--- src/rtl/dmem_arbiter_pkg.sv ---
// Shared constants and response-FSM encoding for the data-memory arbiter.
package dmem_arbiter_pkg;

   localparam int unsigned ADDR_LEN       = 32;
   localparam int unsigned DATA_LEN       = 32;
   localparam int unsigned MEM_WORDS_LOG2 = 6;

   localparam logic PORT_LSU = 1'b0;
   localparam logic PORT_DBG = 1'b1;

   typedef enum logic {
      RSP_IDLE  = 1'b0,
      RSP_VALID = 1'b1
   } rsp_state_t;

endpackage

--- src/rtl/dmem_arb_rsp.sv ---
// Per-port response slot: holds rvalid/rdata (and rerr with DMEM_ARB_BOUNDS_CHECK_EN)
// from the grant edge until the requester accepts it.
module dmem_arb_rsp #(
   parameter int unsigned DATA_LEN = 32
) (
   input  logic                clk,
   input  logic                reset_n,
   input  logic                gnt,
   input  logic [DATA_LEN-1:0] data,
   input  logic                rready,
   output logic                rvalid,
   output logic [DATA_LEN-1:0] rdata
`ifdef DMEM_ARB_BOUNDS_CHECK_EN
   ,
   input  logic                err,
   output logic                rerr
`endif
);
   import dmem_arbiter_pkg::*;

   rsp_state_t state_q, state_d;

   always_ff @(posedge clk or negedge reset_n) begin
      if (!reset_n) state_q <= RSP_IDLE;
      else          state_q <= state_d;
   end

   // A new grant refills the slot even when the old response is consumed in the same cycle.
   always_comb begin
      state_d = state_q;
      case (state_q)
         RSP_IDLE:  if (gnt) state_d = RSP_VALID;
         RSP_VALID: begin
            if (gnt)         state_d = RSP_VALID;
            else if (rready) state_d = RSP_IDLE;
         end
         default:   state_d = RSP_IDLE;
      endcase
   end

   assign rvalid = (state_q == RSP_VALID);

   always_ff @(posedge clk or negedge reset_n) begin
      if (!reset_n)  rdata <= '0;
      else if (gnt)  rdata <= data;
   end

`ifdef DMEM_ARB_BOUNDS_CHECK_EN
   always_ff @(posedge clk or negedge reset_n) begin
      if (!reset_n)  rerr <= 1'b0;
      else if (gnt)  rerr <= err;
   end
`endif

endmodule

--- src/rtl/dmem_arbiter.sv ---
// Two-port round-robin arbiter in front of the single-port data memory.
// Optional bounds check on high address bits: DMEM_ARB_BOUNDS_CHECK_EN.
module dmem_arbiter #(
   parameter int unsigned ADDR_LEN       = 32,
   parameter int unsigned DATA_LEN       = 32,
   parameter int unsigned MEM_WORDS_LOG2 = 6
) (
   input  logic                clk,
   input  logic                reset_n,
   input  logic                p0_req,
   input  logic                p0_we,
   input  logic [ADDR_LEN-1:0] p0_addr,
   input  logic [DATA_LEN-1:0] p0_wdata,
   output logic                p0_gnt,
   output logic                p0_rvalid,
   output logic [DATA_LEN-1:0] p0_rdata,
   input  logic                p0_rready,
   input  logic                p1_req,
   input  logic                p1_we,
   input  logic [ADDR_LEN-1:0] p1_addr,
   input  logic [DATA_LEN-1:0] p1_wdata,
   output logic                p1_gnt,
   output logic                p1_rvalid,
   output logic [DATA_LEN-1:0] p1_rdata,
   input  logic                p1_rready,
   output logic [ADDR_LEN-1:0] dmem_addr,
   output logic [DATA_LEN-1:0] dmem_wdata,
   output logic                dmem_we,
   input  logic [DATA_LEN-1:0] dmem_rdata
`ifdef DMEM_ARB_BOUNDS_CHECK_EN
   ,
   output logic                p0_rerr,
   output logic                p1_rerr
`endif
);
   import dmem_arbiter_pkg::*;

   logic                elig0, elig1;
   logic                last_q;
   logic                sel_we, sel_oob, oob_en;
   logic [ADDR_LEN-1:0] sel_addr;
   logic [DATA_LEN-1:0] sel_wdata, rsp_data;

`ifdef DMEM_ARB_BOUNDS_CHECK_EN
   assign oob_en = 1'b1;
`else
   assign oob_en = 1'b0;
`endif

   // reset_n in the eligibility term keeps grants and dmem_we off during an async reset.
   assign elig0 = reset_n & p0_req & (~p0_rvalid | p0_rready);
   assign elig1 = reset_n & p1_req & (~p1_rvalid | p1_rready);

   always_comb begin
      p0_gnt = elig0 & (~elig1 | (last_q == PORT_DBG));
      p1_gnt = elig1 & ~p0_gnt;
   end

   always_ff @(posedge clk or negedge reset_n) begin
      if (!reset_n)    last_q <= PORT_DBG;
      else if (p0_gnt) last_q <= PORT_LSU;
      else if (p1_gnt) last_q <= PORT_DBG;
   end

   always_comb begin
      sel_we    = 1'b0;
      sel_addr  = '0;
      sel_wdata = '0;
      if (p0_gnt) begin
         sel_we    = p0_we;
         sel_addr  = p0_addr;
         sel_wdata = p0_wdata;
      end else if (p1_gnt) begin
         sel_we    = p1_we;
         sel_addr  = p1_addr;
         sel_wdata = p1_wdata;
      end
   end

   assign sel_oob    = oob_en & (|sel_addr[ADDR_LEN-1:MEM_WORDS_LOG2]);
   assign dmem_addr  = sel_addr;
   assign dmem_wdata = sel_wdata;
   assign dmem_we    = sel_we & ~sel_oob;
   assign rsp_data   = (sel_we | sel_oob) ? '0 : dmem_rdata;

   dmem_arb_rsp #(.DATA_LEN(DATA_LEN)) u_rsp0 (
      .clk     (clk),
      .reset_n (reset_n),
      .gnt     (p0_gnt),
      .data    (rsp_data),
      .rready  (p0_rready),
      .rvalid  (p0_rvalid),
      .rdata   (p0_rdata)
`ifdef DMEM_ARB_BOUNDS_CHECK_EN
      ,
      .err     (sel_oob),
      .rerr    (p0_rerr)
`endif
   );

   dmem_arb_rsp #(.DATA_LEN(DATA_LEN)) u_rsp1 (
      .clk     (clk),
      .reset_n (reset_n),
      .gnt     (p1_gnt),
      .data    (rsp_data),
      .rready  (p1_rready),
      .rvalid  (p1_rvalid),
      .rdata   (p1_rdata)
`ifdef DMEM_ARB_BOUNDS_CHECK_EN
      ,
      .err     (sel_oob),
      .rerr    (p1_rerr)
`endif
   );

endmodule
--- config.mk ---
export PLATFORM = sky130hd
export DESIGN_NAME = dmem_arbiter
export DESIGN_NICKNAME = d
export VERILOG_FILES = /design/src/rtl/dmem_arbiter_pkg.sv /design/src/rtl/dmem_arb_rsp.sv /design/src/rtl/dmem_arbiter.sv
export SDC_FILE = /design/constraint.sdc
export NUM_CORES = 1
export LEC_CHECK = 0
export ABC_AREA = 1
export BUFFER_PORTS_ARGS = -buffer_cell sky130_fd_sc_hd__buf_2
export CORE_AREA = 2 2 117 119
export CTS_CLUSTER_DIAMETER = 50
export DETAILED_ROUTE_END_ITERATION = 10
export DIE_AREA = 0 0 119 121
export SLEW_MARGIN = 10
export SYNTH_ARGS = -nofsm -noshare
export SYNTH_HDL_FRONTEND = slang
export SYNTH_SLANG_ARGS = --single-unit
--- constraint.sdc ---
create_clock -name clk -period 4.8 [get_ports clk]
set_clock_uncertainty 0.2 [all_clocks]
set_input_delay 0.48 -clock clk [delete_from_list [all_inputs] [get_ports clk]]
set_output_delay 0.48 -clock clk [all_outputs]
set_load 0.01 [all_outputs]
==> summary by stage <==
Timing
The count of endpoints failing hold in the final timing report is 0. The worst pin sits at a relative slew slack of 26.8%. The max-slew violation count is 0.

The minimum clock period is 4.05 ns. The final critical-path share of the clock period is 84.3%. The post-route setup TNS is 0 ns. The maximum clock frequency is 247 MHz.

Setup repair after global routing left no endpoint under its margin. The worst-margin pin slew is 1.10 ns. Setup violations remaining at the end of the flow were counted as 0.

Cells and area
The count of cells in the finished layout, fillers not included, comes to 974. The repair_antennas step left the layout with diodes totalling 0. At the end of the flow, the number of nets in the layout was 961. The core utilization of the finished layout is 41.9%. The share of cells above drive strength 1 is 41.2%.

The top cell types in the final layout, fill and taps aside, are sky130_fd_sc_hd__nand2_1, sky130_fd_sc_hd__buf_2, sky130_fd_sc_hd__dfrtp_1, sky130_fd_sc_hd__nand4_1, sky130_fd_sc_hd__clkbuf_16. The library cell used most frequently in the layout, excluding fill and tap cells, is sky130_fd_sc_hd__nand2_1. From synthesis to final layout, the design area changed by 52.8%.

Global route
The number of antenna violations at the first check in global routing was 0. The global-route total usage across every layer is 17.9%. The global route total overflow is 0. Entering global routing, the biggest net connects 67 pins.

The number of global-route vias before repair came to 3963. The first global-routing pass estimated 20700 um of wire.

Floorplanning
For this configuration, the core starts out at a cell density of 27.4%. During I/O placement, the number of pins put on the boundary was 301. The floorplan step defined a core boundary enclosing 13100 um2. The floorplan has 42 rows. The die footprint is 14400 um2. The height of the die is 121 um.

The die is 119 um wide.

Critical path
The worst setup path is launched from a primary input. Traced cell by cell, the critical path runs through dlygate4sd3_1 -> buf_2 -> nand2_1 -> clkinv_1 -> nand3_2 -> nand2_4 -> nand2_4 -> inv_2 -> buf_4 -> nand2_1 -> nand2_1 -> buf_2. The dominant cell type by count on the critical path is sky130_fd_sc_hd__nand2_1.

The data required time of the worst path is 4.12 ns. On the worst path, the slowest cell contributes a delay of 0.53 ns. The kind of end point of the critical path is a primary output. The critical path in this run is classified as primary input to primary output. The largest individual stage delay along the critical path comes from the cell sky130_fd_sc_hd__dlygate4sd3_1.

Setup slack on the worst reg-to-reg path comes out at 2.26 ns. Data arrives at the worst endpoint at 3.37 ns. Of all nets on the critical path, the largest fanout is 66.

Place
Including well taps, the total number of placed cells is 957. The count of input and output buffers is 300. The congestion estimate from routability-driven global placement came to 0.775. Detailed placement finished with a half-perimeter wire length of 10000 um.

Clocking
No sink is reached through more buffers than the 2 on the longest clock path. The clock network latency to the later pin of the worst-skew pair is 0.32 ns. The count of H-tree levels built during CTS is 3.

The number of clock buffers added by TritonCTS is 9. Once the clock tree was built, the resizer swapped 0 gates to a different size. The TritonCTS clock tree is yes. The clock net sink count is 67. Clock-pin slew was measured on the worst setup and hold paths at 0.06 ns. The root cell of the clock tree is sky130_fd_sc_hd__clkbuf_16.

Yosys
The share of Yosys cell area claimed by the top area cell type is 46.1%. During synthesis, Yosys emitted a total of 0 warnings. The cell taking the most area after synthesis is sky130_fd_sc_hd__dfrtp_1. The net count of the mapped netlist is 680. Sequential elements use 46.8% of the synthesized area.

The flip-flop and latch count after synthesis is 67. The post-synthesis area per instance is 7.00 um2. In this run, distinct cell masters in the synthesized netlist total 19. After technology mapping, the gate count stands at 512.

Yosys attributes the largest share of cell area to sky130_fd_sc_hd__dfrtp_1, sky130_fd_sc_hd__nand2_1, sky130_fd_sc_hd__nand4_1. The summed instance area of the synthesized netlist is 3580 um2.

Power
The static power due to leakage is 3.52 nW. The clock network burns 35.2% of the power. Registers are responsible for 38.6% of the overall power. Net switching is 31.3% of the power. The internal power component is 1.25 mW. The net switching power figure is 569 uW. The total power density per cell area is 332 nW/um2. The share of power burned in combinational logic is 26.2%. Across the VDD grid, the largest voltage drop is 0.000178 V.

Drt
For this block, the initial DRC count from the detailed router was 319. For this run, design rule violations remaining after detail routing come to 0. The final layout contains routed wiring with a total length of 13900 um. The wire length per cell is 14.3 um. The detailed-router iteration count before antenna repair is 5.

The detail-routed via count per cell is 4.52. Detailed routing inserted a total of 4404 vias. The remaining antenna violation count is 0.

Run
The count of max-cap constraint violations is 0.

Outcome
The flow ran to the end, and the final reports show no timing, DRC or antenna violations.

Hold path
The worst min-delay path category is primary input to flop.
==> cell type report <==
type / instances / area [um2]
Multi-Input combinational cell: 399 / 1690
Timing Repair Buffer: 308 / 1580
Tap cell: 176 / 220
Fill cell: 1409 / 7610
Clock inverter: 5 / 53.8
Clock buffer: 11 / 233
Inverter: 8 / 30.0
Sequential cell: 67 / 1680
==> cells by family after synthesis <==
| family | Yosys count | synth area share [%] |
|---|---|---|
| DFF | 67 | 46.8 |
| AOI/OAI and AO/OA | 3 | 0.419 |
| and+or+nand+nor | 396 | 46.7 |
| buffers and inverters | 46 | 6.11 |
==> repair_timing <==
item,4_1_cts,5_1_grt
hold buffers,1,0
buffers inserted,0,0
endpoints found under the setup margin,0,0
hold endpoints to repair,12,0
==> final timing paths <==
path,from,end,depth (start not counted)
hold reg to reg,u_rsp1.rdata[10],u_rsp1.rdata[10],2
setup / recovery,reset_n,dmem_wdata[16],12
max in group asynchronous,reset_n,u_rsp1.rdata[3],3
hold / removal,p0_rready,u_rsp0.rvalid,2
setup reg to reg,u_rsp1.rvalid,u_rsp1.rdata[29],8
min in group asynchronous,reset_n,u_rsp0.rdata[19],2
==> registers in the layout, indices dropped and copies added, names as in the netlist <==
name           count
last_q             1
u_rsp0.rdata      32
u_rsp0.rvalid      1
u_rsp1.rdata      32
u_rsp1.rvalid      1
==> power by group through the flow <==
stage	registers [mW]	logic (mW)	clock network (mW)
after floorplan	0.744	0.190	0
after CTS	0.702	0.482	0.659
after global placement	0.711	0.479	0
final	0.702	0.476	0.640
after detailed placement	0.709	0.481	0
after global routing	0.712	0.528	0.681
==> through the flow <==
step / cell area, um2 / hold WS [ns] / total power [mW] / setup slack [ns]
finish: 5480 / 0.155 / 1.82 / 0.751
global placement: 5180 / 0.200 / 1.19 / 1.27
CTS: 5480 / 0.147 / 1.84 / 0.691
detailed placement: 5180 / 0.206 / 1.19 / 1.25
floorplan: 3580 / -0.0156 / 0.934 / 2.75
global route: 5480 / 0.184 / 1.92 / 0.363
==> layer usage <==
layer,GRT usage (%),up-vias,wire length [um]
li1,-,2201,-
met2,29.5,211,6740
met3,4.23,10,989
met1,24.1,1982,6050
met5,0,-,0
met4,3.50,0,109
==> Yosys cell counts <==
cell type / instances
sky130_fd_sc_hd__inv_2: 3
sky130_fd_sc_hd__nand2_1: 325
sky130_fd_sc_hd__nand4_1: 64
sky130_fd_sc_hd__a21oi_1: 1
sky130_fd_sc_hd__buf_4: 4
sky130_fd_sc_hd__inv_1: 4
sky130_fd_sc_hd__nand2_4: 2
sky130_fd_sc_hd__nor2_2: 1
sky130_fd_sc_hd__o21ai_0: 2
sky130_fd_sc_hd__dfstp_2: 1
sky130_fd_sc_hd__buf_2: 19
sky130_fd_sc_hd__buf_1: 6
sky130_fd_sc_hd__buf_6: 1
sky130_fd_sc_hd__nor2_1: 1
sky130_fd_sc_hd__nand3_1: 2
sky130_fd_sc_hd__nand3_2: 1
sky130_fd_sc_hd__clkinv_1: 1
sky130_fd_sc_hd__clkbuf_1: 8
sky130_fd_sc_hd__dfrtp_1: 66
==> worst max-delay path, delay by kind of cell <==
| family | cells | cell delay (ns) |
|---|---|---|
| simple gates | 6 | 1.11 |
| buf+inv | 6 | 1.70 |
Power figures use the tool's default switching activity.
